**src/rtl/pc_fetch_unit_pkg.sv**
```systemverilog
// pc_fetch_unit_pkg: fetch-stage state type and the NOP instruction word
package pc_fetch_unit_pkg;
  typedef enum logic {RUN, HALT} fetch_state_t;
  localparam logic [31:0] NOP_INSTR = 32'h0000_0013;
endpackage

```
**src/rtl/pc_fetch_unit_sat_counter.sv**
```systemverilog
// sat_counter: W-bit counter (clk, reset, inc -> count) that sticks at all-ones instead of wrapping
module sat_counter #(
  parameter int W = 16
) (
  input  logic         clk,
  input  logic         reset,
  input  logic         inc,
  output logic [W-1:0] count
);
  always_ff @(posedge clk)
    if (reset) count <= '0;
    else if (inc && count != '1) count <= count + W'(1);
endmodule

```
**src/rtl/pc_fetch_unit.sv**
```systemverilog
// pc_fetch_unit: PC register, IF/ID register and redirect handling (Stall/PcSel/BrPC/Instr_In in; Cur_PC, IfId_*, Flush_IdEx, Halted, perf counters out)
module pc_fetch_unit
  import pc_fetch_unit_pkg::*;
#(
  parameter int              PC_W     = 9,
  parameter logic [PC_W-1:0] RESET_PC = '0,
  parameter int              CNT_W    = 16
) (
  input  logic             clk,
  input  logic             reset,
  input  logic             Stall,
  input  logic             PcSel,
  input  logic [31:0]      BrPC,
  input  logic [31:0]      Instr_In,
  output logic [PC_W-1:0]  Cur_PC,
  output logic [PC_W-1:0]  IfId_PC,
  output logic [31:0]      IfId_Instr,
  output logic             IfId_Valid,
  output logic             Flush_IdEx,
  output logic             Halted,
  output logic [CNT_W-1:0] Redirect_Cnt,
  output logic [CNT_W-1:0] Fetch_Cnt
);
  fetch_state_t state;
  logic run, legal, redirect, fetch;
  assign run        = state == RUN;
  assign legal      = BrPC[1:0] == 2'b00 && BrPC[31:PC_W] == '0;
  assign redirect   = run & PcSel & legal;
  assign fetch      = run & ~PcSel & ~Stall;
  assign Flush_IdEx = PcSel & run & ~reset;
  always_ff @(posedge clk)
    if (reset) begin
      state      <= RUN;
      Cur_PC     <= RESET_PC;
      IfId_PC    <= '0;
      IfId_Instr <= NOP_INSTR;
      IfId_Valid <= 1'b0;
      Halted     <= 1'b0;
    end else if (run) begin
      if (PcSel) begin
        IfId_Valid <= 1'b0;
        if (legal) begin
          Cur_PC     <= BrPC[PC_W-1:0];
          IfId_Instr <= NOP_INSTR;
        end else begin
          state  <= HALT;
          Halted <= 1'b1;
        end
      end else if (!Stall) begin
        Cur_PC     <= Cur_PC + PC_W'(4);
        IfId_PC    <= Cur_PC;
        IfId_Instr <= Instr_In;
        IfId_Valid <= 1'b1;
      end
    end
  sat_counter #(.W(CNT_W)) u_redirect_cnt (.clk(clk), .reset(reset), .inc(redirect), .count(Redirect_Cnt));
  sat_counter #(.W(CNT_W)) u_fetch_cnt (.clk(clk), .reset(reset), .inc(fetch), .count(Fetch_Cnt));
endmodule

```
**config.mk**
```make
export PLATFORM = sky130hd
export DESIGN_NAME = pc_fetch_unit
export DESIGN_NICKNAME = d
export VERILOG_FILES = /design/src/rtl/pc_fetch_unit_pkg.sv /design/src/rtl/pc_fetch_unit_sat_counter.sv /design/src/rtl/pc_fetch_unit.sv
export SDC_FILE = /design/constraint.sdc
export NUM_CORES = 1
export LEC_CHECK = 0
export ABC_AREA = 0
export ABC_CLOCK_PERIOD_IN_PS = 2200
export CAP_MARGIN = 40
export CORE_MARGIN = 10
export CORE_UTILIZATION = 39
export DETAILED_ROUTE_END_ITERATION = 6
export HOLD_SLACK_MARGIN = 0.06
export PLACE_DENSITY = 0.76
export SYNTH_ARGS = -nofsm -noshare
export SYNTH_HDL_FRONTEND = slang
export SYNTH_SLANG_ARGS = --single-unit
```
**constraint.sdc**
```tcl
create_clock -name clk -period 2.2 [get_ports clk]
set_clock_uncertainty 0.05 [all_clocks]
set_input_delay 0.44 -clock clk [delete_from_list [all_inputs] [get_ports clk]]
set_output_delay 0.44 -clock clk [all_outputs]
set_load 0.005 [all_outputs]
```
==> impl_metrics.env, run 1 <==
export IMPL_status="completed"
export IMPL_multiInputGateArea_um2=2054
export IMPL_relSlewSlack=0.6771
export IMPL_synth_edff_count=0
export IMPL_worstPathArrival_ps=2430
export IMPL_antenna_found_initial=0
export IMPL_layout_setup_ws_ps=13.33
export IMPL_drtIter0Drc=210
export IMPL_synth_nets=531
export IMPL_grt_pass1_wl_mm=20.40
export IMPL_drc=0
export IMPL_synthTopCellsByArea="dfxtp_1, a21oi_1, nor2_1"
export IMPL_htree_num_levels=3
export IMPL_peakVddDrop_v=0.0002764
export IMPL_dp_slack_ps=-528.5
export IMPL_wl_met3_um=854
export IMPL_via_per_inst=5.183
export IMPL_fin_crit_sh=0.9939
export IMPL_drt_wl_total_mm=12.94
export IMPL_min_delay_path_depth=2
export IMPL_drt_pass1_iter_count=4
export IMPL_grt_max_degree=48
export IMPL_numCtsBuffers=9
export IMPL_track_usage=0.1734
export IMPL_antenna_left=0
export IMPL_area_growth_pct=57.38
export IMPL_nNetsFinal=702
export IMPL_setup_viol=0
export IMPL_tightest_slew_ps=484.4
export IMPL_ys_seq_area_frac=0.4442
export IMPL_endpoint_kind="flop"
export IMPL_hold_path_class="flop to flop"
export IMPL_clock_latency_ps=360
export IMPL_reg2reg_setup_slack_ps=110
export IMPL_overflow=0
export IMPL_antenna_cells=0
export IMPL_async_flop_share=0
export IMPL_worstRegToRegCells=8
export IMPL_cpMaxStageDelayCell="or4_1"
export IMPL_crit_fanout=8
export IMPL_clock_sinks=85
export IMPL_synth_most_common_cell="dfxtp_1"
export IMPL_ys_ff_latch=85
export IMPL_yosysTopAreaCell="dfxtp_1"
export IMPL_clock_path_buffers=2
export IMPL_path_clk_slew_ps=100
export IMPL_routedLengthMet1_mm=5.302
export IMPL_dp_cells=747
export IMPL_grt_pass1_vias=3895
export IMPL_gp_congestion=0.8636
export IMPL_fp_dieH_um=119.1
export IMPL_initial_core_util=0.3956
export IMPL_die_w_um=119.1
export IMPL_vias=3986
export IMPL_hold_start="IfId_PC[8]"
export IMPL_finalMaxSlewViolations=0
export IMPL_num_rows=36
export IMPL_synth_top_area_frac=0.4442
export IMPL_syn_inst=460
export IMPL_portBuffers=152
export IMPL_cpPeakStageDelay_ps=480
export IMPL_rsz0062_at_grt="yes"
export IMPL_required_ps=2440
export IMPL_syn_area_per_cell_um2=8.329
export IMPL_coreArea_um2=9684
export IMPL_wl_per_cell_um=16.83
export IMPL_powerDensity_nw_per_um2=557.3
export IMPL_top_layer="met4"
export IMPL_die_area_um2=14190
export IMPL_reg2reg_to="u_redirect_cnt.count[1]"
export IMPL_cts_tree="yes"
export IMPL_drv_cap=0
export IMPL_drive_above_1_share=0.1336
export IMPL_start_kind="input port"
export IMPL_stdcell_count=769
export IMPL_synthTopCellsByCount="dfxtp_1, nor2_1, a21oi_1, nand2_1, nor3b_1"
export IMPL_hold_violations=0
export IMPL_whs_endpoint="IfId_PC[8]"
export IMPL_seq_area_um2=1703
export IMPL_wl_met2_mm=6.567
export IMPL_synth_cell_types=47
export IMPL_fmax_mhz=457.3
export IMPL_reg2reg_from="u_redirect_cnt.count[1]"
export IMPL_finalCriticalPeriod_ps=2187
export IMPL_syn_area_um2=3831
export IMPL_post_dp_hpwl_mm=9.566
export IMPL_fillers=846
export IMPL_power_leakage_nw=2.197
export IMPL_yosysWarnings=0
export IMPL_worstPathCellList="clkdlybuf4s50_1 -> nor4_4 -> nand4b_4 -> or3_4 -> or4_1 -> a21oi_1"
export IMPL_pin_count=153
export IMPL_critical_path_class="input port to flop"
export IMPL_synth_top_flop_cell="dfxtp_1"
export IMPL_root_buffer="clkbuf_8"
cell families (layout without fill, tap and decap cells):
kind of cell	count (synthesis)	after routing	synth area share
AO/OA/AOI/OAI	98	98	0.1460
XOR/XNOR	13	13	0.02972
flip-flops	85	85	0.4442
AND/OR/NAND/NOR	219	219	0.3112
buffers and inverters	34	210	0.03658
multiplexers	8	8	0.02253
adder cells (fa/ha/maj)	3	3	0.009799
timing repair:
action | 4_1_cts | 5_1_grt
cloned | 0 | 0
buffers inserted | 2 | 4
resized for setup | 8 | 16
setup endpoints to repair | 11 | 26
pin swaps | 4 | 13
hold buffers | 0 | 0
metrics by stage:
step	hold WS, ps	TNS, ps	power, mW	utilization	cell area (µm²)
2_1_floorplan	402.7	0	1.756	-	3831
3_3_place_gp	392.8	-10590	1.987	0.5846	5662
3_5_place_dp	398.7	-13740	1.996	0.5846	5662
4_1_cts	413.3	-14.93	3.394	0.6127	5933
5_1_grt	429.1	-281.6	3.474	0.6226	6030
6_report	408.2	0	3.360	0.6226	6030
layer usage:
| layer | vias to the layer above | global-route usage |
|---|---|---|
| met4 | 0 | 0.06565 |
| li1 | 1966 | - |
| met3 | 16 | 0.04487 |
| met1 | 1869 | 0.1990 |
| met5 | - | 0 |
| met2 | 135 | 0.3022 |
critical path, delay by kind of cell:
family | cells | cell delay (ps)
buf+inv | 1 | 440
simple gates | 4 | 1410
compound gates | 1 | 140
power breakdown:
| part | total, mW | internal, mW | switching [mW] | leakage (nW) |
|---|---|---|---|---|
| Clock | 1.40 | 0.773 | 0.629 | 0.126 |
| Combinational | 0.375 | 0.215 | 0.160 | 1.38 |
| Sequential | 1.58 | 1.56 | 0.0193 | 0.688 |
| Total | 3.36 | 2.55 | 0.808 | 2.20 |
placed cells by master, fill, tap and decap left out, types with 4 or more instances in the layout:
cell type,synthesis,layout
a21oi_1,57,55
buf_4,1,37
clkbuf_8,0,9
clkdlybuf4s50_1,0,140
dfxtp_1,85,84
dlygate4sd2_1,0,5
dlymetal6s2s_1,0,5
mux2_2,5,5
nand2_1,39,39
nand3_1,13,13
nand4_1,6,6
nor2_1,76,76
nor2b_1,6,6
nor3_1,11,10
nor3b_1,31,31
nor4_1,8,5
nor4_4,2,4
o21ai_0,16,15
o31ai_1,8,8
or4_1,7,6
xor2_1,10,10
how the worst max path moves through the flow:
stage               slack (ps)      from                        to  depth (start not counted)
detailed placement        -530  BrPC[19]   u_redirect_cnt.count[6]                          7
finish                      10  BrPC[20]   u_redirect_cnt.count[7]                          6
floorplan                   20   BrPC[1]   u_redirect_cnt.count[5]                          6
global placement          -460  BrPC[19]  u_redirect_cnt.count[14]                          7
global route               -70  BrPC[26]   u_redirect_cnt.count[9]                          8
CTS                        -10  BrPC[24]   u_redirect_cnt.count[6]                          7
sequential cells by signal, indices dropped and copies added, names as in the netlist:
signal / cells
IfId_Valid: 1
Halted: 1
u_fetch_cnt.count: 16
IfId_PC: 9
Cur_PC: 9
u_redirect_cnt.count: 16
IfId_Instr: 32
state: 1
layout make-up:
| class | count | share of cell area |
|---|---|---|
| clock buffers | 9 | 0.02054 |
| clock inverters | 7 | 0.02117 |
| inverters | 2 | 0.001245 |
| multi-input cells | 341 | 0.3407 |
| flip-flops and latches | 85 | 0.2824 |
| well taps | 133 | 0.02760 |
| repair buffers | 192 | 0.3063 |
Power figures use the tool's default switching activity.
==> run 2: changes to the inputs <==
- ABC_CLOCK_PERIOD_IN_PS: 2200 -> 1900
- clock period: 2.2 -> 1.9 ns (I/O delays scaled with it)
==> impl_metrics.env, run 2 (synthesis results as in run 1) <==
export IMPL_peakVddDrop_v=0.0003133
export IMPL_endpoint_kind="flop"
export IMPL_hold_path_class="flop to flop"
export IMPL_whs_ps=407.8
export IMPL_grt_use_met3=0.05479
export IMPL_wl_per_cell_um=17.48
export IMPL_drt_wl_total_mm=14.03
export IMPL_path_delay_family="simple AND/OR/NAND/NOR gates"
export IMPL_num_rows=36
export IMPL_clock_sinks=85
export IMPL_setup_viol=10
export IMPL_grt_pass1_vias=4238
export IMPL_cpMaxStageDelayCell="or4_1"
export IMPL_coreArea_um2=9684
export IMPL_drt_pass1_iter_count=5
export IMPL_antenna_left=0
export IMPL_relSlewSlack=0.6668
export IMPL_largest_register_ffs=32
export IMPL_crit_fanout=8
export IMPL_worstPathArrival_ps=2250
export IMPL_worstPathCellList="dlygate4sd2_1 -> nor4_4 -> nand4b_4 -> or3_4 -> or4_1 -> a21oi_1"
export IMPL_finalMaxSlewViolations=0
export IMPL_hold_violations=0
export IMPL_violations="setup timing"
export IMPL_final_cell_mix="clkdlybuf4s50_1, nor2_1, dfxtp_1, buf_4, a21oi_1"
export IMPL_worstRegToRegCells=6
export IMPL_fp_dieH_um=119.1
export IMPL_numCtsBuffers=9
export IMPL_drtIter0Drc=379
export IMPL_die_w_um=119.1
export IMPL_regMostFlops="IfId_Instr"
export IMPL_drive_above_1_share=0.2287
export IMPL_cpPeakStageDelay_ps=490
export IMPL_path_depth=6
export IMPL_worst_path_buf_inv=1
export IMPL_finalCriticalPeriod_ps=2012
export IMPL_track_usage=0.1806
export IMPL_cts_tree="yes"
export IMPL_fmax_mhz=497.1
export IMPL_via_per_inst=5.280
export IMPL_path_clk_slew_ps=90
export IMPL_grt_pass1_wl_mm=21.41
export IMPL_post_route_util=0.6633
export IMPL_clock_latency_ps=350
export IMPL_nNetsFinal=735
export IMPL_gp_congestion=0.8407
export IMPL_grt_busiest_layer="met2"
export IMPL_clock_path_buffers=2
export IMPL_stdcell_count=803
export IMPL_reg2reg_from="u_redirect_cnt.count[3]"
export IMPL_drc=0
export IMPL_required_ps=2140
export IMPL_largestRegisters="IfId_Instr x32, u_fetch_cnt.count x16, u_redirect_cnt.count x16"
export IMPL_powerDensity_nw_per_um2=553.4
export IMPL_startpoint="BrPC[27]"
export IMPL_antenna_found_initial=1
export IMPL_overflow=0
export IMPL_holdBufCountCts=0
export IMPL_dp_cells=777
export IMPL_pin_count=153
export IMPL_die_area_um2=14190
export IMPL_critical_path_class="input port to flop"
export IMPL_drv_cap=0
export IMPL_area_growth_pct=67.67
export IMPL_vias=4240
export IMPL_start_kind="input port"
export IMPL_status="finished with violations"
export IMPL_htree_num_levels=3
export IMPL_met1_usage=0.2073
export IMPL_power_leakage_nw=2.396
export IMPL_initial_core_util=0.3956
export IMPL_tightest_slew_ps=499.9
export IMPL_rsz0062_at_grt="yes"
export IMPL_post_dp_hpwl_mm=9.961
export IMPL_grtUsageMet2=0.3126
export IMPL_grt_max_degree=50
export IMPL_final_common_cell="clkdlybuf4s50_1"
export IMPL_root_buffer="clkbuf_8"
export IMPL_min_delay_path_depth=2
export IMPL_fin_crit_sh=1.059
export IMPL_layout_setup_ws_ps=-111.5
export IMPL_hold_start="IfId_PC[6]"
export IMPL_portBuffers=152
-- run 2: cell types whose count changed in the layout (fill, tap and decap cells not counted), sizes merged --
cell,previous run,this run
buf,42,74
bufinv,3,1
clkbuf,9,12
clkdlybuf4s15,0,4
clkdlybuf4s50,140,127
clkinv,1,3
clkinvlp,0,2
diode,0,1
dlygate4sd2,5,17
dlymetal6s2s,5,1
inv,5,2
-- run 2: final cells by class --
class | instances | area, µm²
Sequential cell | 85 | 1718
Antenna cell | 1 | 2.502
Timing Repair Buffer | 225 | 2117
Multi-Input combinational cell | 341 | 2221
Fill cell | 775 | 3261
Clock inverter | 6 | 63.81
Clock buffer | 10 | 127.6
Inverter | 2 | 7.507
Tap cell | 133 | 166.4
-- run 2: report_power, final --
part	switching (mW)	leakage (nW)	internal, mW	total [mW]
sequential	0.0235	0.694	1.81	1.84
combinational	0.191	1.61	0.250	0.441
clock	0.673	0.0923	0.606	1.28
-- run 2: final timing paths --
| check | to | slack (ps) |
|---|---|---|
| setup reg to reg | u_redirect_cnt.count[14] | -50 |
| hold reg to reg | IfId_PC[6] | 410 |
| hold / removal | IfId_PC[6] | 410 |
| setup / recovery | u_redirect_cnt.count[5] | -110 |
-- run 2: stage by stage --
stage | area [µm²] | power (mW) | setup slack [ps] | TNS [ps]
4_1_cts | 6177 | 3.568 | -112.3 | -287.7
3_3_place_gp | 5931 | 2.306 | -696.7 | -29920
3_5_place_dp | 5931 | 2.318 | -725.3 | -32600
5_1_grt | 6424 | 3.702 | -156.1 | -1729
6_report | 6424 | 3.555 | -111.5 | -570.8
2_1_floorplan | 3902 | 2.041 | -156.6 | -708.7
-- run 2: repair_timing --
item,CTS,global route
setup endpoints to repair,62,47
resized for setup,38,53
pin swaps,14,31
setup buffers,3,5
cloned,0,1
-- run 2: per-layer routing --
metal / wire length (µm) / share of wire
met1: 5738 / 0.41
met2: 7011 / 0.50
met3: 1067 / 0.076
met4: 215 / 0.015
met5: 0 / 0
-- run 2: worst reg2reg max path: cells and delay by family, from the launching register on --
| kind | cells | cell delay, ps |
|---|---|---|
| buffers and inverters | 1 | 210 |
| AOI/OAI and AO/OA | 1 | 110 |
| DFF | 1 | 340 |
| and+or+nand+nor | 4 | 1180 |
